$ cat src/rtl/accum_pkg.sv
// accum_pkg: shared state encoding and constants for the ROM-read / split-accumulate run controller
package accum_pkg;
  localparam int ADDR_W_DEF = 8;
  localparam int PUZZLE_COUNT = 200;
  typedef enum logic [2:0] {
    IDLE  = 3'd0,
    CLEAR = 3'd1,
    ISSUE = 3'd2,
    DRAIN = 3'd3,
    DONE  = 3'd4
  } state_t;
endpackage

$ cat src/rtl/valid_delay_line.sv
// valid_delay_line: DEPTH-deep valid shift register with synchronous flush and look-ahead occupancy
module valid_delay_line #(
  parameter int DEPTH = 1
) (
  input  logic clk,
  input  logic rst,
  input  logic flush,
  input  logic issue,
  output logic acc,
  output logic pending
);
  logic [DEPTH-1:0] q;
  logic [DEPTH-1:0] nxt;
  assign nxt = (q << 1) | DEPTH'(issue);
  assign acc = q[DEPTH-1];
  assign pending = |nxt;
  // shift every cycle; flush drops every in-flight word at once
  always_ff @(posedge clk or posedge rst)
    if (rst) q <= '0;
    else q <= flush ? '0 : nxt;
endmodule

$ cat src/rtl/rom_accum_sequencer.sv
// rom_accum_sequencer: walks ROM addresses 0..count-1 and times accumulator clear/enable/done
module rom_accum_sequencer
  import accum_pkg::*;
#(
  parameter int ADDR_W = ADDR_W_DEF,
  parameter int PIPE_LAT = 1
) (
  input  logic              clk,
  input  logic              rst,
  input  logic              start,
  input  logic [ADDR_W:0]   count,
  input  logic              pause,
  input  logic              abort,
  output logic [ADDR_W-1:0] rom_addr,
  output logic              issue_vld,
  output logic              acc_clr,
  output logic              acc_en,
  output logic              busy,
  output logic              done
);
  state_t state, state_nx;
  logic [ADDR_W:0] addr, cnt;
  logic pending, kill, last;
  assign kill = abort && state != IDLE;
  assign last = addr + (ADDR_W + 1)'(1) == cnt;
  assign issue_vld = state == ISSUE && !pause;
  assign acc_clr = state == CLEAR;
  assign busy = state != IDLE;
  assign done = state == DONE;
  assign rom_addr = addr[ADDR_W-1:0];
  // state, latched count and address counter (one bit wider so 2^ADDR_W words never wrap)
  always_ff @(posedge clk or posedge rst)
    if (rst) begin
      state <= IDLE;
      addr <= '0;
      cnt <= '0;
    end else begin
      state <= state_nx;
      if (state == IDLE && start && !abort) cnt <= count;
      addr <= acc_clr ? '0 : issue_vld ? addr + (ADDR_W + 1)'(1) : addr;
    end
  // next state; abort overrides everything, including a start seen in IDLE
  always_comb begin
    state_nx = state;
    unique case (state)
      IDLE:  state_nx = start ? CLEAR : IDLE;
      CLEAR: state_nx = cnt == '0 ? DRAIN : ISSUE;
      ISSUE: state_nx = issue_vld && last ? DRAIN : ISSUE;
      DRAIN: state_nx = pending ? DRAIN : DONE;
      DONE:  state_nx = IDLE;
      default: state_nx = IDLE;
    endcase
    if (abort) state_nx = IDLE;
  end
  valid_delay_line #(.DEPTH(PIPE_LAT)) u_vdl (
    .clk(clk),
    .rst(rst),
    .flush(kill),
    .issue(issue_vld),
    .acc(acc_en),
    .pending(pending)
  );
endmodule

$ cat config.mk
export PLATFORM = sky130hd
export DESIGN_NAME = rom_accum_sequencer
export DESIGN_NICKNAME = d
export VERILOG_FILES = /design/src/rtl/accum_pkg.sv /design/src/rtl/valid_delay_line.sv /design/src/rtl/rom_accum_sequencer.sv
export SDC_FILE = /design/constraint.sdc
export NUM_CORES = 1
export LEC_CHECK = 0
export BUFFER_PORTS_ARGS = -buffer_cell sky130_fd_sc_hd__buf_2
export CAP_MARGIN = 10
export CORE_ASPECT_RATIO = 1.5
export CORE_MARGIN = 1.5
export CORE_UTILIZATION = 50
export CTS_BUF_LIST = sky130_fd_sc_hd__clkbuf_4 sky130_fd_sc_hd__clkbuf_8 sky130_fd_sc_hd__clkbuf_16
export DETAILED_ROUTE_END_ITERATION = 6
export PLACE_DENSITY_LB_ADDON = 0.15
export SYNTH_ARGS = -nofsm -noshare
export SYNTH_HDL_FRONTEND = slang
export SYNTH_SLANG_ARGS = --single-unit
$ cat constraint.sdc
create_clock -name clk -period 3.95 [get_ports clk]
set_input_delay 0.395 -clock clk [delete_from_list [all_inputs] [get_ports clk]]
set_output_delay 0.395 -clock clk [all_outputs]
set_load 0.03 [all_outputs]
# Word level (Yosys, flattened, before mapping)
# Index checks and enable logic that the tools add are counted.
# op_classes
addsub	1
eq_ne	5
muxes	9
reduce_logical	11
# op_table
op	n
$mux 9	2
$pmux 3 s4	1
$add 9x1->9 const B	1
$eq 9x9->1	1
$logic_not 9->1	1
$eq 3x2->1 const B	2
$mux 3	2
$logic_and 1x1->1	5
$mux 1	4
$eq 3x1->1 const B	1
$eq 3x3->1 const B	1
$logic_not 3->1	1
$reduce_bool 3->1	1
$logic_not 1->1	2
$reduce_bool 2->1	1
# totals
regBits	22
input_bits	14
output_inout_bits	13
word_cells	30

# Depth between registers and ports, before layout
# Gate-level depths: netlist of run 1.
# depth
depth_word	6
depth_mapped	6
ltp_nobuf	6

# Modules after synthesis
# A second synthesis of run 1 with hierarchy kept.
# hier_totals
cells_unflattened	144
area_unflattened_um2	1365.1
# by_module_without_submodules
module	instances	cells_each	area_per_inst_um2	seq_area_each_um2
rom_accum_sequencer	1	140	1315.0	525.5
valid_delay_line	1	4	50.0	25.0

# Least setup slack after synthesis of run 1
# Ideal clock, no wire load.
# synth_timing
path_type	flip-flop to flip-flop
start	reg state[2]
end	reg addr[7]
setup_time_ps	129
t_arrival_ps	1942
required_time_ps	3821
setup_slack_ps	1880
path_stages_with_launch	5
n_path_buf	0
period_less_slack_ps	2070
path_cell_list	dfrtp_1 -> nor3b_1 -> nor2_1 -> o21ai_0 -> o31ai_1
# synth_between
elab_cells_between_ends	5
classes_between	eq/ne (2); mux (1); reduce/logical (2)
# synth_lines
item	line_no	rtl
from (decl)	rom_accum_sequencer.sv:21	state_t state, state_nx;
from (signal assigned)	rom_accum_sequencer.sv:38	state <= state_nx;
$eq 3x1->1 (*)	rom_accum_sequencer.sv:27	assign acc_clr = state == CLEAR;
via acc_clr	rom_accum_sequencer.sv:16	output logic acc_clr,
$mux 9 / $reduce_bool 2->1 (equally long branches)	-	
to (signal assigned)	rom_accum_sequencer.sv:40	addr <= acc_clr ? '0 : issue_vld ? addr + (ADDR_W + 1)'(1) : addr;
to (decl)	rom_accum_sequencer.sv:22	logic [ADDR_W:0] addr, cnt;
# Mark *: on every way through the listed nets, which the timed path passes. The rest lies on a longest branch.
# A chain may end at the register's enable or synchronous reset.

# Final worst setup path of run 1
# layout_timing
start	reg state[2]
end	out issue_vld
# layout_between
elab_chain_cells	2
# layout_rtl
item	line_no	rtl
$eq 3x2->1	rom_accum_sequencer.sv:26	assign issue_vld = state == ISSUE && !pause;
$logic_and 1x1->1	rom_accum_sequencer.sv:26	
to (decl)	rom_accum_sequencer.sv:15	output logic issue_vld,
# Every way passes these cells.

==> reports/metrics.yaml, run 1 <==
floorplan:
  die_y_um: 63.8
  die_w_um: 43.5
  rows: 21
  start_util: 0.539
  die_area_um2: 2780
  ioPinCount: 27
  design.core.area_um2: 2290
setup_path:
  critical_path_class: "flop to output pin"
  crit_chain: "or4b_4 -> clkinv_1 -> buf_2"
  arrival_ns: 1.85
  rr_startpoint: "state[2]$_DFF_PP0_"
  critical_path.slowest_cell: "or4b_4"
  endpoint_kind: "output pin"
  crit_fanout: 11
  r2r_cells: 5
  cpPeakStageDelay_ns: 0.67
  cp_data_required_time_ns: 3.56
  timing.rr.end: "addr[8]$_DFFE_PP0P_"
  startpoint_type: "flop"
  regToRegSetupSlack_ns: 2.08
pwr:
  p_leak_nw: 0.649
  ir_drop_mv: 0.377
  switchingPower_mw: 0.196
  pwr-share-comb: 0.277
  p_per_area_nw_per_um2: 434
  swShare: 0.333
  clkPwrFrac: 0.216
  p_int_mw: 0.393
  seqPwrFrac: 0.507
drt:
  drt_drc_violations_left: 0
  wl_met2_um: 1120
  dr_total_vias: 897
  vias_per_cell: 5.57
  totalWireLength_um: 2290
  firstDrtPassIters: 3
  dr.max_layer_used: "met4"
  postRouteAntennaNets: 0
  wl_met1_um: 1020
  routed-wl-met3_um: 91
  wl_per_cell_um: 14.2
  drt_iter0_markers: 13
final_layout:
  instances_no_fill: 161
  fillers: 203
  multi_input_area_um2: 599
  area_growth_syn_to_layout_pct: 10.1
  register_area_um2: 551
  stdcell_area_um2: 1360
  antenna_cells: 0
  layout-drive-gt1-share: 0.319
  final_net_count: 154
global_route:
  grt_pass1_vias: 840
  grt_max_degree: 23
  grt_usage: 0.181
  grt_antenna_before_repair: 0
  grt_pass1_wl_um: 3780
  gr-total-overflow: 0
timing:
  finalCritPeriodShare: 0.569
  drv_slew: 0
  setup_violations: 0
  tightest_slew_ns: 0.814
  fmax_mhz: 445
  skew_ns: 0.00168
  maxSlewHeadroom: 0.457
  fin_setup_tns_ns: 0
  fin_hold_ws_ns: 0.219
  rsz0062_at_grt: "false"
  fin_crit_ns: 2.25
  hold_viol: 0
cts:
  clock_sink_count: 22
  post_cts_resized: 0
  htreeDepth: 1
  root_buffer: "clkbuf_4"
  cts_tree: "done"
  clk_latency_ns: 0.31
  cts_buffer_depth: 2
  cts_made_buffers: 3
  postCtsSetupBuffers: 0
  postCtsHoldBufs: 0
  cts.clk_slew.worst_paths_ns: 0.12
min_path:
  hold_path.class: "input port to asynchronous set/reset pin"
synth:
  synth_area_um2: 1230
  synth_area_per_cell_um2: 10.5
  synth_nets: 132
  ys_seq_area_frac: 0.447
  synth_seq_cells: 22
  synth_cell_types: 31
  syn_inst: 117
  yosys_warnings: 0
run:
  max_cap_violations: 0
placement:
  dpl.cell_count: 157
  portBuffers: 26
  globalplace.congestion: 0.816
  dp_hpwl_um: 1740
  placed_cell_area_um2: 1320
status:
  status: "finished clean"
[layout make-up]
| type | instances | area share |
|---|---|---|
| Clock buffer | 4 | 0.0268 |
| Inverter | 3 | 0.00830 |
| Multi-Input combinational cell | 83 | 0.442 |
| Sequential cell | 22 | 0.406 |
| Tap cell | 23 | 0.0212 |
| Timing Repair Buffer | 26 | 0.0959 |
[worst max-delay path by stage]
stage / endpoint / cells past startpoint / slack (ns) / start
2_1_floorplan: addr[7]$_DFFE_PP0P_ / 4 / 1.88 / state[2]$_DFF_PP0_
3_3_place_gp: issue_vld / 4 / 2.09 / pause
3_5_place_dp: issue_vld / 3 / 2.06 / state[2]$_DFF_PP0_
4_1_cts: issue_vld / 3 / 1.70 / state[2]$_DFF_PP0_
5_1_grt: issue_vld / 3 / 1.63 / state[2]$_DFF_PP0_
6_report: issue_vld / 3 / 1.70 / state[2]$_DFF_PP0_
[worst max-delay path, delay by kind of cell (launching register included)]
family,cells,cell delay (ns)
buffers and inverters,2,0.40
and+or+nand+nor,1,0.67
DFF,1,0.46
[Yosys cell counts]
cell type / instances / area, µm²
clkinv_1: 1 / 3.75
nand2b_1: 1 / 6.26
inv_1: 2 / 7.51
ha_1: 1 / 12.5
nor3_1: 4 / 20.0
and2_1: 1 / 6.26
nand2_1: 11 / 41.3
xnor2_1: 12 / 105
or4b_4: 1 / 13.8
nand3_1: 4 / 20.0
nand4_2: 1 / 12.5
nor3_2: 1 / 10.0
dfrtp_1: 22 / 551
o31ai_1: 2 / 15.0
nor2_2: 1 / 6.26
nor2_8: 1 / 20.0
mux2_2: 9 / 101
and4_1: 1 / 8.76
mux2i_1: 1 / 10.0
nor3b_1: 2 / 15.0
buf_4: 8 / 60.1
a211oi_1: 1 / 7.51
a21oi_1: 1 / 5.00
nand4_1: 1 / 6.26
a31oi_1: 2 / 12.5
xor2_1: 7 / 61.3
nor4_1: 1 / 6.26
buf_6: 1 / 11.3
nor2_1: 7 / 26.3
a41o_1: 1 / 10.0
o21ai_0: 8 / 40.0
[stage by stage]
step | util | setup slack, ns | power [mW]
detailed placement | 0.577 | 2.06 | 0.468
finish | 0.593 | 1.70 | 0.589
global route | 0.593 | 1.63 | 0.621
CTS | 0.593 | 1.70 | 0.591
floorplan | - | 1.88 | 0.435
global placement | 0.577 | 2.09 | 0.462
[state kept, by name (all words and copies together) (netlist names)]
| signal | flops |
|---|---|
| u_vdl.acc | 1 |
| cnt | 9 |
| state | 3 |
| addr | 9 |
[power groups by stage]
| stage | logic (mW) | clock network, mW | registers (mW) |
|---|---|---|---|
| 2_1_floorplan | 0.142 | 0 | 0.292 |
| 3_3_place_gp | 0.162 | 0 | 0.300 |
| 3_5_place_dp | 0.165 | 0 | 0.303 |
| 4_1_cts | 0.166 | 0.127 | 0.298 |
| 5_1_grt | 0.179 | 0.137 | 0.304 |
| 6_report | 0.163 | 0.127 | 0.298 |
[cells in the final DEF, fill, tap and decap left out, drive strengths merged]
cell,n
buf,26
dfrtp,22
xnor2,12
nand2,11
mux2,9
nor2,9
o21ai,8
xor2,7
nor3,5
nand3,4
clkbuf,4
nor3b,2
a31oi,2
o31ai,2
inv,2
nand4,2
or4b,1
and4,1
and2,1
clkinv,1
nand2b,1
mux2i,1
nor4,1
a211oi,1
a41o,1
a21oi,1
ha,1
[cell families (layout without fill, tap and decap cells)]
family	Yosys count	after routing	synth area share
AO/OA/AOI/OAI	15	15	0.0731
XOR/XNOR	19	19	0.135
adder cells (fa/ha/maj)	1	1	0.0102
buffers and inverters	12	33	0.0670
flip-flops	22	22	0.447
multiplexers	10	10	0.0904
AND/OR/NAND/NOR	38	38	0.178
[routing by layer]
layer  up-vias  global-route usage
li1        445                   -
met1       422               0.221
met2        23               0.293
met3         7              0.0339
met4         0              0.0985
met5         -                   0
Note: power is estimated with default switching activity, not from simulation.
==> run 2: changes to the inputs <==
==> constraint.sdc (replaced) <==
create_clock -name clk -period 2.25 [get_ports clk]
set_input_delay 0.225 -clock clk [delete_from_list [all_inputs] [get_ports clk]]
set_output_delay 0.225 -clock clk [all_outputs]
set_load 0.03 [all_outputs]
==> reports/metrics.yaml, run 2 (synthesis gave the netlist of run 1 again) <==
status:
  status: "finished clean"  # unchanged
setup_path:
  startpoint_type: "flop"  # unchanged
  endpoint_kind: "output pin"  # unchanged
  critical_path_class: "flop to output pin"  # unchanged
  crit_fanout: 11  # unchanged
  cp_data_required_time_ns: 2.03  # was 3.56 ns
  arrival_ns: 1.86  # was 1.85 ns
cts:
  post_cts_resized: 0  # unchanged
  cts_buffer_depth: 2  # unchanged
  postCtsHoldBufs: 0  # unchanged
  clk_latency_ns: 0.31  # about the same
  cts_made_buffers: 3  # unchanged
  cts.clk_slew.worst_paths_ns: 0.12  # about the same
  root_buffer: "clkbuf_4"  # unchanged
  postCtsSetupBuffers: 0  # unchanged
  clock_sink_count: 22  # unchanged
  cts_tree: "done"  # unchanged
  htreeDepth: 1  # unchanged
floorplan:
  start_util: 0.539  # unchanged
  die_w_um: 43.5  # unchanged
  design.core.area_um2: 2290  # unchanged
  ioPinCount: 27  # unchanged
  die_area_um2: 2780  # unchanged
  rows: 21  # unchanged
  die_y_um: 63.8  # unchanged
timing:
  tightest_slew_ns: 0.825  # was 0.814 ns
  fmax_mhz: 481
  fin_crit_ns: 2.08
  skew_ns: 0.00200  # was 0.00168 ns
  maxSlewHeadroom: 0.450  # was 0.457
  setup_violations: 0  # unchanged
  finalCritPeriodShare: 0.924
  fin_setup_tns_ns: 0  # unchanged
  drv_slew: 0  # unchanged
  hold_viol: 0  # unchanged
  rsz0062_at_grt: "false"  # unchanged
final_layout:
  stdcell_area_um2: 1360  # about the same
  final_net_count: 155  # was 154
  reg.largest.list: "addr x9, cnt x9, state x3"  # unchanged
  area_growth_syn_to_layout_pct: 10.7  # was 10.1%
  layout-drive-gt1-share: 0.324  # was 0.319
  layout_common_cells: "26 x buf_2, 22 x dfrtp_1, 12 x xnor2_1"  # unchanged
  final_common_cell: "buf_2"  # unchanged
  post-route-util: 0.597  # was 0.593
  antenna_cells: 0  # unchanged
pwr:
  clkPwrFrac: 0.216  # about the same
  swShare: 0.329  # was 0.333
  p_int_mw: 0.692  # was 0.393 mW
  pwr-share-comb: 0.280  # was 0.277
  p_leak_nw: 0.655  # was 0.649 nW
  total_power_mw: 1.03  # was 0.589 mW
  switchingPower_mw: 0.339  # was 0.196 mW
  ir_drop_mv: 0.578  # was 0.377 mV
  p_per_area_nw_per_um2: 756  # was 434 nW/µm²
  seqPwrFrac: 0.505  # was 0.507
min_path:
  hold_path.class: "input port to asynchronous set/reset pin"  # unchanged
placement:
  portBuffers: 26  # unchanged
  globalplace.congestion: 0.819  # was 0.816
  placed_cell_area_um2: 1330  # was 1320 µm²
  dp_hpwl_um: 1680  # was 1740 µm
drt:
  drt_iter0_markers: 20  # was 13
  dr_total_vias: 897  # unchanged
  vias_per_cell: 5.54  # was 5.57
  drt_drc_violations_left: 0  # unchanged
  totalWireLength_um: 2150  # was 2290 µm
  firstDrtPassIters: 4  # was 3
  postRouteAntennaNets: 0  # unchanged
  wl_per_cell_um: 13.3  # was 14.2 µm
global_route:
  grt_pass1_wl_um: 3770  # was 3780 µm
  grt_antenna_before_repair: 0  # unchanged
  gr-total-overflow: 0  # unchanged
  grt_usage: 0.179  # was 0.181
  grt_pass1_vias: 887  # was 840
  grt_max_degree: 23  # unchanged
run:
  max_cap_violations: 0  # unchanged
==> run 2: cell types whose count changed in the layout (fill, tap and decap cells not counted) <==
cell   delta
buf_4     +1
==> run 2: area by class of cell <==
| class | instances | area (µm²) |
|---|---|---|
| repair buffers | 27 | 138 |
| inverters | 3 | 11.3 |
| multi-input cells | 83 | 599 |
| clock buffers | 4 | 36.3 |
| fillers | 203 | 922 |
| well taps | 23 | 28.8 |
| flip-flops and latches | 22 | 551 |
==> run 2: worst max-delay path, stage by stage, from the launching register on <==
cell and delay (ns):
dfrtp_1 0.46, or4b_4 0.67, clkinv_1 0.18, buf_2 0.22
==> run 2: routing by layer <==
layer  vias up  global-route usage  part of all wire
met5         -                   0                 0
met2        25               0.289              0.50
met1       421               0.217              0.43
met3         5              0.0198             0.043
met4         0               0.121             0.024
li1        446                   -                 -
==> run 2: per-stage QoR <==
step                setup WS [ns]  hold WS, ns  cells
floorplan                   0.180        0.214    117
global placement            0.440        0.428    158
detailed placement          0.428        0.440    158
CTS                         0.152       0.0826    162
global route               0.0999        0.133    162
finish                      0.170       0.0532    162
==> run 2: power by group through the flow <==
stage	registers, mW	logic, mW	clock network [mW]
floorplan	0.513	0.250	0
global placement	0.527	0.293	0
detailed placement	0.530	0.293	0
CTS	0.522	0.294	0.230
global route	0.531	0.321	0.235
finish	0.521	0.288	0.222
==> run 2: worst paths after layout <==
| kind | startpoint | to | slack, ns | cells past startpoint |
|---|---|---|---|---|
| min in group clk | count[6] | cnt[6]$_DFFE_PP0P_ | 0.13 | 2 |
| worst min-delay path | rst | cnt[3]$_DFFE_PP0P_ | 0.05 | 2 |
| worst max-delay path | state[2]$_DFF_PP0_ | issue_vld | 0.17 | 3 |
| worst min register to register | addr[8]$_DFFE_PP0P_ | addr[8]$_DFFE_PP0P_ | 0.52 | 1 |
| max in group asynchronous | rst | cnt[4]$_DFFE_PP0P_ | 1.69 | 2 |
| worst max register to register | state[2]$_DFF_PP0_ | addr[8]$_DFFE_PP0P_ | 0.42 | 5 |
==> run 3: changes to the inputs <==
--- a/config.mk
+++ b/config.mk
@@ -15,4 +15,5 @@
 export PLACE_DENSITY_LB_ADDON = 0.15
 export SYNTH_ARGS = -nofsm -noshare
 export SYNTH_HDL_FRONTEND = slang
+export SYNTH_HIERARCHICAL = 1
 export SYNTH_SLANG_ARGS = --single-unit
==> reports/metrics.yaml, run 3 <==
status:
  status: "finished clean"  # unchanged
drt:
  drt_drc_violations_left: 0  # unchanged
  totalWireLength_um: 2810  # was 2150 µm
  drt_iter0_markers: 37  # was 20
  dr_total_vias: 1110  # was 897
  postRouteAntennaNets: 0  # unchanged
  vias_per_cell: 5.58  # was 5.54
  wl_per_cell_um: 14.1  # was 13.3 µm
  firstDrtPassIters: 4  # unchanged
synth:
  yosys_warnings: 6  # was 0
  synthTopCellsByArea: "dfrtp_1 40%, mux2_4 9.9%, xnor2_1 5.1%, buf_4 4.9%, o21ai_0 4.8%"  # was dfrtp_1 45%, xnor2_1 8.5%, mux2_2 8.2%, xor2_1 5.0%, buf_4 4.9%
  ys_seq_area_frac: 0.403  # was 0.447
  async_reset_ff_frac: 1.00  # unchanged
  synthFlopType: "dfrtp_1"  # unchanged
  syn_inst: 144  # was 117
  synth_top_cell_by_area: "dfrtp_1"  # unchanged
  yosys-top-cells-count: "22 x dfrtp_1, 14 x nand2_1, 13 x o21ai_0"  # was 22 x dfrtp_1, 12 x xnor2_1, 11 x nand2_1
  synth_top_area_frac: 0.403  # was 0.447
  synth_area_per_cell_um2: 9.48  # was 10.5 µm²
  synth-edff-count: 0  # unchanged
  synth_nets: 159  # was 132
  synth_seq_cells: 22  # unchanged
  synth_most_common_cell: "dfrtp_1"  # unchanged
  synth_cell_types: 40  # was 31
  synth_area_um2: 1370  # was 1230 µm²
pwr:
  ir_drop_mv: 0.453  # was 0.578 mV
  p_leak_nw: 0.717  # was 0.655 nW
  p_per_area_nw_per_um2: 682  # was 756 nW/µm²
  total_power_mw: 1.03  # about the same
global_route:
  grt_usage: 0.208  # was 0.179
  grt_pass1_wl_um: 4650  # was 3770 µm
  grt_max_degree: 22  # was 23
  grt_pass1_vias: 1059  # was 887
  grt_antenna_before_repair: 0  # unchanged
  gr-total-overflow: 0  # unchanged
placement:
  dpl.cell_count: 195  # was 158
  portBuffers: 26  # unchanged
  globalplace.congestion: 0.856  # was 0.819
  dp_hpwl_um: 2110  # was 1680 µm
  place_ws_ns: 0.283  # was 0.428 ns
  placed_cell_area_um2: 1460  # was 1330 µm²
final_layout:
  layout_common_cells: "26 x buf_2, 22 x dfrtp_1, 14 x nand2_1"  # was 26 x buf_2, 22 x dfrtp_1, 12 x xnor2_1
  final_common_cell: "buf_2"  # unchanged
  multi_input_area_um2: 699  # was 599 µm²
  register_area_um2: 551  # unchanged
  fillers: 245  # was 203
  layout-drive-gt1-share: 0.272  # was 0.324
  stdcell_area_um2: 1510  # was 1360 µm²
  area_growth_syn_to_layout_pct: 10.7  # about the same
  reg.largest.list: "addr x9, cnt x9, state x3"  # unchanged
  antenna_cells: 0  # unchanged
  final_net_count: 179  # was 155
  instances_no_fill: 199  # was 162
timing:
  fin_setup_tns_ns: 0  # unchanged
  skew_ns: 0.00544  # was 0.00200 ns
  fin_crit_ns: 1.98  # was 2.08 ns
  tightest_slew_ns: 0.784  # was 0.825 ns
  rsz0062_at_grt: "false"  # unchanged
  setup_violations: 0  # unchanged
  drv_slew: 0  # unchanged
  fin_ws_ns: 0.268  # was 0.170 ns
  hold_viol: 0  # unchanged
  maxSlewHeadroom: 0.477  # was 0.450
  finalCritPeriodShare: 0.881  # was 0.924
  fmax_mhz: 505  # was 481 MHz
floorplan:
  ioPinCount: 27  # unchanged
  die_w_um: 45.7  # was 43.5 µm
  die_y_um: 67.0  # was 63.8 µm
  design.core.area_um2: 2650  # was 2290 µm²
  die_area_um2: 3060  # was 2780 µm²
  rows: 23  # was 21
  start_util: 0.516  # was 0.539
min_path:
  hold_path.class: "input port to flop"  # was input port to asynchronous set/reset pin
  min_path_cells: 2
cts:
  clk_latency_ns: 0.26  # was 0.31 ns
  htreeDepth: 1  # unchanged
  clock_sink_count: 22  # unchanged
  cts_tree: "done"  # unchanged
  cts.clk_slew.worst_paths_ns: 0.08  # was 0.12 ns
  cts_made_buffers: 3  # unchanged
  cts_buffer_depth: 2  # unchanged
  root_buffer: "clkbuf_8"  # was clkbuf_4
setup_path:
  r2r_cells: 3  # was 5
  arrival_ns: 2.13  # was 1.86 ns
  crit_cells: 3  # unchanged
  critical_path.slowest_cell: "or3b_1"  # was or4b_4
  cp_data_required_time_ns: 2.40  # was 2.03 ns
  startpoint_type: "flop"  # unchanged
  crit_fanout: 9  # was 11
  critical_path_class: "flop to flop"  # was flop to output pin
  crit_family: "simple AND/OR/NAND/NOR gates"  # unchanged
  crit_chain: "or3_4 -> or3b_1 -> mux2_4"  # was or4b_4 -> clkinv_1 -> buf_2
  cp_num_buf_inv: 0  # was 2
  endpoint_kind: "flop"  # was output pin
  cpPeakStageDelay_ns: 0.62  # was 0.67 ns
run:
  max_cap_violations: 0  # unchanged
==> run 3: cell count changes after synthesis, moves of 4 or more <==
cell	change
mux2_2	-9
nor2_1	+5
xnor2_1	-4
mux2_4	+9
nor4_1	+4
o21ai_0	+5
xor2_1	-6
==> run 3: final timing paths <==
check,start,endpoint,slack [ns]
max,state[1]$_DFF_PP0_,cnt[4]$_DFFE_PP0P_,0.27
max reg2reg,state[1]$_DFF_PP0_,cnt[4]$_DFFE_PP0P_,0.27
min in group asynchronous,rst,u_vdl/acc$_DFF_PP0_,0.35
min,abort,state[1]$_DFF_PP0_,0.18
min reg2reg,addr[8]$_DFFE_PP0P_,addr[8]$_DFFE_PP0P_,0.52
max in group asynchronous,rst,cnt[3]$_DFFE_PP0P_,1.10
==> run 3: per-stage QoR <==
stage          hold slack, ns   util
5_1_grt                 0.185  0.571
4_1_cts                 0.174  0.571
6_report                0.178  0.571
3_3_place_gp           0.0667  0.552
3_5_place_dp           0.0707  0.552
2_1_floorplan         -0.0463      -
==> run 3: timing repair <==
item                       CTS  global route
buffers inserted             0             0
hold buffers                 1             0
resized for setup            0             0
hold endpoints to repair     1             0
setup endpoints to repair    0             0
==> run 3: metal layers <==
| metal | part of all wire | GRT usage |
|---|---|---|
| met1 | 0.43 | 0.247 |
| met2 | 0.52 | 0.356 |
| met3 | 0.036 | 0.0298 |
| met4 | 0.016 | 0.0919 |
| met5 | 0 | 0 |
==> run 3: kinds of logic after synthesis <==
| logic type | count (synthesis) | share of synthesized area |
|---|---|---|
| compound gates | 25 | 0.113 |
| xor+xnor | 9 | 0.0577 |
| fa+ha+maj | 1 | 0.00916 |
| buf+inv | 19 | 0.0843 |
| flops | 22 | 0.403 |
| mux | 9 | 0.0990 |
| simple gates | 59 | 0.234 |
==> run 3: area by class of cell <==
class / instances / area share
inverter: 5 / 0.0124
multi-input combinational: 103 / 0.463
clock buffer: 3 / 0.0273
timing repair buffer: 29 / 0.103
tap: 37 / 0.0306
sequential: 22 / 0.364
==> run 3: worst register-to-register path: cells and delay by family (launching register included) <==
family / cells / cell delay (ns)
multiplexers: 1 / 0.39
flip-flops: 1 / 0.45
AND/OR/NAND/NOR: 2 / 1.04
==> run 3: power breakdown <==
part / switching (mW) / internal, mW / total, mW
logic: 0.131 / 0.142 / 0.273
registers: 0.0693 / 0.447 / 0.516
clock network: 0.122 / 0.119 / 0.242
total: 0.323 / 0.708 / 1.03
